--- src/rtl/hazard_ctrl_pkg.sv ---
// Shared definitions for the 3-stage pipeline hazard controller:
// opcode set, forwarding select encodings, FSM states and operand-usage decode.
package hazard_ctrl_pkg;

    localparam logic [6:0] OP_LUI       = 7'b0110111;
    localparam logic [6:0] OP_AUIPC     = 7'b0010111;
    localparam logic [6:0] OP_JAL       = 7'b1101111;
    localparam logic [6:0] OP_JALR      = 7'b1100111;
    localparam logic [6:0] OP_BRANCH    = 7'b1100011;
    localparam logic [6:0] OP_LOAD      = 7'b0000011;
    localparam logic [6:0] OP_STORE     = 7'b0100011;
    localparam logic [6:0] OP_ARI_ITYPE = 7'b0010011;
    localparam logic [6:0] OP_ARI_RTYPE = 7'b0110011;
    localparam logic [6:0] OP_NOOP      = 7'b0000000;

    localparam logic [1:0] FWD_REGFILE = 2'b00;
    localparam logic [1:0] FWD_ALU     = 2'b01;
    localparam logic [1:0] FWD_LOAD    = 2'b10;

    typedef enum logic [1:0] {
        ST_RUN       = 2'd0,
        ST_LOAD_WAIT = 2'd1,
        ST_REDIRECT  = 2'd2
    } hz_state_e;

    function automatic logic writes_rd(input logic [6:0] op);
        return !(op inside {OP_BRANCH, OP_STORE, OP_NOOP});
    endfunction

    function automatic logic uses_rs1(input logic [6:0] op);
        return !(op inside {OP_LUI, OP_AUIPC, OP_JAL, OP_NOOP});
    endfunction

    function automatic logic uses_rs2(input logic [6:0] op);
        return op inside {OP_ARI_RTYPE, OP_STORE, OP_BRANCH};
    endfunction

    function automatic logic is_load(input logic [6:0] op);
        return op == OP_LOAD;
    endfunction

endpackage

--- src/rtl/hazard_ctrl_fwd_cmp.sv ---
// One operand's forwarding comparator: matches an S2 source field against the
// S3 destination and picks ALU-result or load-data bypass.
module hazard_fwd_cmp
    import hazard_ctrl_pkg::*;
(
    input  logic       s2_valid_i,
    input  logic       s3_valid_i,
    input  logic       operand_used_i,
    input  logic [4:0] rs_i,
    input  logic [4:0] rd_i,
    input  logic       s3_writes_rd_i,
    input  logic       s3_is_load_i,
    output logic [1:0] sel_o
);

    logic hit;

    // x0 is hardwired zero, so a write to it must never be bypassed.
    assign hit = s2_valid_i & s3_valid_i & s3_writes_rd_i & (rd_i != 5'd0)
               & operand_used_i & (rs_i == rd_i);

    assign sel_o = !hit        ? FWD_REGFILE :
                   s3_is_load_i ? FWD_LOAD    : FWD_ALU;

endmodule

--- src/rtl/hazard_ctrl.sv ---
// Pipeline sequencer for the 3-stage core: operand forwarding, load-use freeze
// while S3 waits on dmem, and S2 flush bubbles after a redirect resolved in S2.
module hazard_ctrl
    import hazard_ctrl_pkg::*;
#(
    parameter int REDIRECT_BUBBLES = 2,
    parameter int LOAD_TIMEOUT     = 64,
    parameter int CNT_W            = 7
) (
    input  logic        clk,
    input  logic        rst_n,
    input  logic [31:0] s2_inst,
    input  logic [31:0] s3_inst,
    input  logic        s2_redirect,
    input  logic        dmem_rvalid,
    output logic        stall,
    output logic        flush_s2,
    output logic [1:0]  fwd_a_sel,
    output logic [1:0]  fwd_b_sel,
    output logic        s2_valid,
    output logic        s3_valid,
    output logic        load_timeout
);

    localparam logic [CNT_W-1:0] CNT_ONE     = CNT_W'(1);
    localparam logic [CNT_W-1:0] LT_CNT      = CNT_W'(LOAD_TIMEOUT);
    localparam logic [CNT_W-1:0] LT_M1       = CNT_W'(LOAD_TIMEOUT - 1);
    localparam logic [CNT_W-1:0] RB_LAST     = CNT_W'(REDIRECT_BUBBLES - 1);
    localparam bit               LT_IS_ONE   = (LOAD_TIMEOUT == 1);
    localparam bit               MULTI_BUBBLE = (REDIRECT_BUBBLES > 1);

    hz_state_e        state_q, state_d;
    logic [CNT_W-1:0] cnt_q, cnt_d;
    logic             s2_valid_q, s3_valid_q;

    logic [6:0] s2_op, s3_op;
    logic       s3_load, s3_writes;
    logic       load_pend, redirect_ok;
    logic       unused_inst_bits;

    assign s2_op     = s2_inst[6:0];
    assign s3_op     = s3_inst[6:0];
    assign s3_load   = is_load(s3_op);
    assign s3_writes = writes_rd(s3_op);

    assign unused_inst_bits = ^{s2_inst[31:25], s2_inst[14:7], s3_inst[31:12]};

    assign load_pend   = s3_valid_q & s3_load & ~dmem_rvalid;
    // A frozen S2 keeps s2_redirect high, so it is picked up on the release cycle.
    assign redirect_ok = s2_redirect & s2_valid_q & ~load_pend;

    hazard_fwd_cmp u_fwd_a (
        .s2_valid_i     (s2_valid_q),
        .s3_valid_i     (s3_valid_q),
        .operand_used_i (uses_rs1(s2_op)),
        .rs_i           (s2_inst[19:15]),
        .rd_i           (s3_inst[11:7]),
        .s3_writes_rd_i (s3_writes),
        .s3_is_load_i   (s3_load),
        .sel_o          (fwd_a_sel)
    );

    hazard_fwd_cmp u_fwd_b (
        .s2_valid_i     (s2_valid_q),
        .s3_valid_i     (s3_valid_q),
        .operand_used_i (uses_rs2(s2_op)),
        .rs_i           (s2_inst[24:20]),
        .rd_i           (s3_inst[11:7]),
        .s3_writes_rd_i (s3_writes),
        .s3_is_load_i   (s3_load),
        .sel_o          (fwd_b_sel)
    );

    always_ff @(posedge clk or negedge rst_n) begin
        if (!rst_n) begin
            state_q <= ST_RUN;
            cnt_q   <= '0;
        end else begin
            state_q <= state_d;
            cnt_q   <= cnt_d;
        end
    end

    always_comb begin
        state_d = state_q;
        cnt_d   = cnt_q;
        unique case (state_q)
            ST_RUN, ST_LOAD_WAIT: begin
                if (load_pend) begin
                    if (state_q == ST_RUN) begin
                        state_d = ST_LOAD_WAIT;
                        cnt_d   = CNT_ONE;
                    end else if (cnt_q < LT_CNT) begin
                        cnt_d = cnt_q + CNT_ONE;
                    end
                end else if (redirect_ok && MULTI_BUBBLE) begin
                    state_d = ST_REDIRECT;
                    cnt_d   = CNT_ONE;
                end else begin
                    state_d = ST_RUN;
                    cnt_d   = '0;
                end
            end
            ST_REDIRECT: begin
                if (cnt_q == RB_LAST) begin
                    state_d = ST_RUN;
                    cnt_d   = '0;
                end else begin
                    cnt_d = cnt_q + CNT_ONE;
                end
            end
            default: begin
                state_d = ST_RUN;
                cnt_d   = '0;
            end
        endcase
    end

    always_comb begin
        stall        = load_pend;
        flush_s2     = 1'b0;
        load_timeout = 1'b0;
        unique case (state_q)
            ST_RUN: begin
                flush_s2     = redirect_ok;
                load_timeout = load_pend & LT_IS_ONE;
            end
            ST_LOAD_WAIT: begin
                flush_s2     = redirect_ok;
                // Pulse on the stalled cycle whose increment brings cnt to the limit.
                load_timeout = load_pend & (cnt_q == LT_M1);
            end
            ST_REDIRECT: begin
                flush_s2 = 1'b1;
            end
            default: begin
                flush_s2 = 1'b0;
            end
        endcase
    end

    always_ff @(posedge clk or negedge rst_n) begin
        if (!rst_n) begin
            s2_valid_q <= 1'b0;
            s3_valid_q <= 1'b0;
        end else if (!stall) begin
            s3_valid_q <= s2_valid_q;
            s2_valid_q <= !flush_s2;
        end
    end

    assign s2_valid = s2_valid_q;
    assign s3_valid = s3_valid_q;

endmodule

--- config.mk ---
export PLATFORM = sky130hd
export DESIGN_NAME = hazard_ctrl
export DESIGN_NICKNAME = d
export VERILOG_FILES = /design/src/rtl/hazard_ctrl_pkg.sv /design/src/rtl/hazard_ctrl_fwd_cmp.sv /design/src/rtl/hazard_ctrl.sv
export SDC_FILE = /design/constraint.sdc
export NUM_CORES = 1
export LEC_CHECK = 0
export ABC_AREA = 1
export CAP_MARGIN = 40
export CORE_AREA = 2 2 59 61
export DETAILED_ROUTE_END_ITERATION = 10
export DIE_AREA = 0 0 61 63
export PLACE_DENSITY = 0.83
export RECOVER_POWER = 50
export SLEW_MARGIN = 25
export SYNTH_ARGS = -nofsm -noshare
export SYNTH_HDL_FRONTEND = slang
export SYNTH_SLANG_ARGS = --single-unit
--- constraint.sdc ---
create_clock -name clk -period 1.8 [get_ports clk]
set_clock_uncertainty 0.1 [all_clocks]
set_input_delay 0.36 -clock clk [delete_from_list [all_inputs] [get_ports clk]]
set_output_delay 0.36 -clock clk [all_outputs]
set_load 0.01 [all_outputs]
Word-level counts from Yosys, hierarchy flattened:

Index checks and enable logic that the tools add are counted.

* register bits after elaboration: 11
* latch bits: 0
* RAM bits: 0
* ROM bits: 0
* bits of input ports: 68
* output and inout bits: 9
* logic and storage cells: 66
* memories kept: 0

* add/sub/neg operators: 1
* multipliers: 0
* divide/modulo/power cells: 0
* magnitude comparators: 1
* equality and inequality tests: 18
* shifts and indexed selects: 0
* muxes and demuxes: 16
* bitwise logic cells: 14
* reductions and logical operators: 12

Operator list (count)
* $eq 7x6->1 const B: 5
* $mux 7: 4
* $eq 7x7->1 const B: 3
* $logic_not 7->1: 2
* $mux 2: 7
* $pmux 7 s2: 1
* $and 1x1->1: 12
* $eq 5x5->1: 2
* $add 7x1->7 const B: 1
* $eq 7x1->1 const B: 1
* $eq 7x2->1 const B: 1
* $eq 7x5->1 const B: 1
* $lt 7x7->1 const B: 1
* $reduce_bool 3->1: 2
* $reduce_bool 5->1: 1
* $ne 4x2->1 const B: 1
* $pmux 2 s2: 1
* $reduce_bool 4->1: 1
* $logic_not 1->1: 3
* $ne 3x2->1 const B: 1
* $eq 2x1->1 const B: 1
* $eq 2x2->1 const B: 1
* $logic_not 2->1: 1
* $mux 1: 2
* 5 further kinds: 6

Depth between registers and ports, before layout:

* depth in word-level cells: 8
* mapped depth: 9
* mapped depth without buffers: 9

Hierarchy:

Synthesis repeated with hierarchy kept, for this count alone.

* cells, all modules: 171
* area total of the unflattened synthesis: 1089.8 um^2

Modules (own cells, without submodules)
* hazard_ctrl: times used 1, cells each 125, area an instance 874.6 um^2, sequential area each 275.3 um^2
* hazard_fwd_cmp: times used 2, cells each 23, area an instance 107.6 um^2, sequential area each 0.0 um^2

Worst setup path after synthesis:

OpenSTA, ideal clock, no wires.

* path kind: reg2out
* from: register cnt_q[0]
* to: output port load_timeout
* data arrival time: 1.297 ns
* data required time: 1.340 ns
* slack: 0.043 ns
* stages on the path, launching flop included: 5
* path buffers: 0
* cell sequence: dfrtp_1 -> ha_1 -> nand4_1 -> or2_1 -> nor3_1

* longest elaborated chain between the ends: 3

Ends and longest elaborated chain
* start: declaration: line hazard_ctrl.sv:33 `logic [CNT_W-1:0] cnt_q, cnt_d;`
* start signal: assignment: line hazard_ctrl.sv:80 `cnt_q <= cnt_d;`
* $eq 7x6->1: line hazard_ctrl.sv:131 `load_timeout = load_pend & (cnt_q == LT_M1);`
* $and 1x1->1: line hazard_ctrl.sv:131
* $mux 1: line hazard_ctrl.sv:123 `unique case (state_q)`
* end: declaration: line hazard_ctrl.sv:22 `output logic load_timeout`

No other way between the ends.

Final worst setup path:

Same ends and word-level chain as after synthesis.

==> flow_summary.yaml <==
yosys:
  syn_avg_cell_area_um2: 6.63
  synth_flop_cell: "dfrtp_1"
  yosys_warnings: 0
  synth_edf_count: 0
  synth_fa_ha_area_frac: 0.0234
  synth_cells: 161
  yosysSeqAreaShare: 0.258
  yosys.area_share.simple: 0.502
  ys_ff_latch: 11
  synth_area_mm2: 0.00107
  synth_cell_types: 29
  synthXorXnorAreaFrac: 0.0739
  muxShareOfSynthArea: 0
  synth_compound_area_frac: 0.0633
  syn-num-nets: 231
  synth_top_family_by_area: "simple AND/OR/NAND/NOR gates"
  ys_async_sr_fraction: 1.00
sta:
  min_period_over_period: 1.10
  drv_slew: 0
  hold_viol_final: 0
  fin_ws_ns: -0.178
  tightestPinTransition_ns: 0.560
  holdWs_ns: 0.393
  setup_viol: 3
  slew_headroom: 0.625
  max_clock_freq_ghz: 0.506
  rsz0062_at_grt: "yes"
  period_minus_slack_ns: 1.98
grt:
  use_met3: 0.0373
  grt_pass1_wl_um: 5440
  grt_max_degree: 12
  met2_usage: 0.319
  top_usage_layer: "met2"
  grt_pass1_vias: 1297
  grtUsageMet1: 0.227
  grt.overflow.total: 0
  grt_usage: 0.186
  antenna_found_initial: 0
cts:
  ctsHoldBuffers: 0
  ctsRootBufferMaster: "clkbuf_4"
  cts-htree-levels: 1
  clk_pin_slew_ns: 0.08
  cts_tree: "built"
  numCtsBuffers: 3
  clk_latency_ns: 0.29
  cts.sinks: 11
  clockBufferDepth: 2
min_path:
  hold_class: "input pin to asynchronous set/reset pin"
power:
  clockPowerShare: 0.316
  powerDensity_mw_per_mm2: 305
  switching_share: 0.296
  switchingPower_w: 0.000171
  p_leak_nw: 1.04
  p_int_w: 0.000408
  seq_power_share: 0.426
  combPwrFrac: 0.258
  ir_drop_mv: 0.222
final_layout:
  nets: 315
  layout_common_cells: "36 x buf_4, 31 x nand2_1, 23 x nand3_1"
  synthToLayoutAreaGrowth_pct: 78.2
  antenna_cells: 0
  final_common_cell: "buf_4"
  design_area_mm2: 0.00190
  drive_above_1_share: 0.418
placement:
  io_buffers: 41
  hpwl_um: 2490
  place_congestion: 0.824
  place_area_mm2: 0.00174
detailed_routing:
  post_drt_via_cell_ratio: 4.67
  routed_wl_um: 3530
  vias: 1355
  drt-initial-drc-count: 27
  drtAntennaViolNets: 0
  dr.pass1.iters: 4
  route.detailed.drc: 0
  wl_per_cell_um: 12.2
die:
  die_h_um: 63
  die-area_mm2: 0.00384
  die_w_um: 61
  start_util: 0.330
  ios: 77
  rows: 21
  coreArea_mm2: 0.00323
setup_path:
  critPathRequiredTime_ns: 1.34
  path_cells: "ha_1 -> nand4_1 -> or2_1 -> nor3_2 -> buf_2"
  slowest_stage: "dfrtp_1"
  cp-end-kind: "output pin"
  critPathMaxStageDelay_ns: 0.36
  start_kind: "flop"
  crit_arrival_ns: 1.52
  path_class: "flop to output pin"
  crit_path_max_fanout: 2
job:
  cap_violations: 0
run_status:
  violations: "negative setup slack"
  status: "complete, but fails checks"
## registers in the layout (all words and copies together) (netlist names)
register and cells:
s3_valid 1, cnt_q 7, state_q 2, s2_valid 1
## per-layer routing
layer,vias to the layer above,part of all wire
li1,690,-
met2,34,0.54
met5,-,0
met1,626,0.41
met3,5,0.038
met4,0,0.010
## synth_stat cells, types with 3 or more instances
cell | count | area [um^2]
nor2_1 | 23 | 86.3
nand3_1 | 25 | 125
xnor2_1 | 6 | 52.6
xor2_1 | 3 | 26.3
nand4_1 | 4 | 25.0
dfrtp_1 | 11 | 275
inv_1 | 19 | 71.3
nor3_1 | 6 | 30.0
nand2_1 | 38 | 143
## stage by stage
step	total power, W	std cells	TNS [ns]	worst slack [ns]	util
after floorplan	0.000293	161	0	0.0429	-
final	0.000579	290	-0.273	-0.178	0.588
after CTS	0.000571	286	-0.185	-0.148	0.561
after detailed placement	0.000395	275	-6.06	-0.743	0.539
after global placement	0.000393	275	-5.63	-0.716	0.539
after global routing	0.000608	290	-0.754	-0.297	0.588
## power groups by stage
stage	logic [W]	clock network (W)	registers [W]
after detailed placement	0.000143	0	0.000252
after CTS	0.000136	0.000188	0.000247
after floorplan	0.0000407	0	0.000252
after global routing	0.000161	0.000200	0.000247
after global placement	0.000141	0	0.000252
final	0.000150	0.000183	0.000247
## area by class of cell
class,instances,area [um^2]
clock buffers,3,22.5
flip-flops and latches,11,277
fillers,313,1330
multi-input cells,128,825
inverters,20,87.6
well taps,46,57.6
repair buffers,81,628
clock inverters,1,5.00
## worst paths after layout
kind	from	to	slack, ns	cells after the start
setup / recovery	cnt_q[0]$_DFFE_PN0P_	load_timeout	-0.18	5
hold / removal	rst_n	cnt_q[2]$_DFFE_PN0P_	0.39	1
setup reg to reg	cnt_q[0]$_DFFE_PN0P_	cnt_q[6]$_DFFE_PN0P_	0.05	9
hold reg to reg	s2_valid$_DFFE_PN0P_	s3_valid$_DFFE_PN0P_	0.52	2
max in group asynchronous	rst_n	state_q[1]$_DFFE_PN0P_	0.81	1
min in group clk	s2_redirect	state_q[1]$_DFFE_PN0P_	0.46	6
## critical path: cells and delay by family, from the launching register on
kind,cells,cell delay (ns)
simple gates,3,0.56
fa+ha+maj,1,0.17
flops,1,0.36
buf+inv,1,0.15
## cell families (layout without fill, tap and decap cells)
kind of cell | Yosys count | in the layout
xor gates and xnor gates | 9 | 9
adders and majority gates | 2 | 2
AOI/OAI and AO/OA | 8 | 8
and+or+nand+nor | 109 | 109
buffers and inverters | 22 | 105
DFF | 11 | 11
## repair_timing
item / CTS / global route
endpoints found under the setup margin: 7 / 9
gates resized for setup: 91 / 39
pin swaps: 31 / 22
buffers inserted: 7 / 4
No activity file was read; power rests on OpenSTA's default activity.
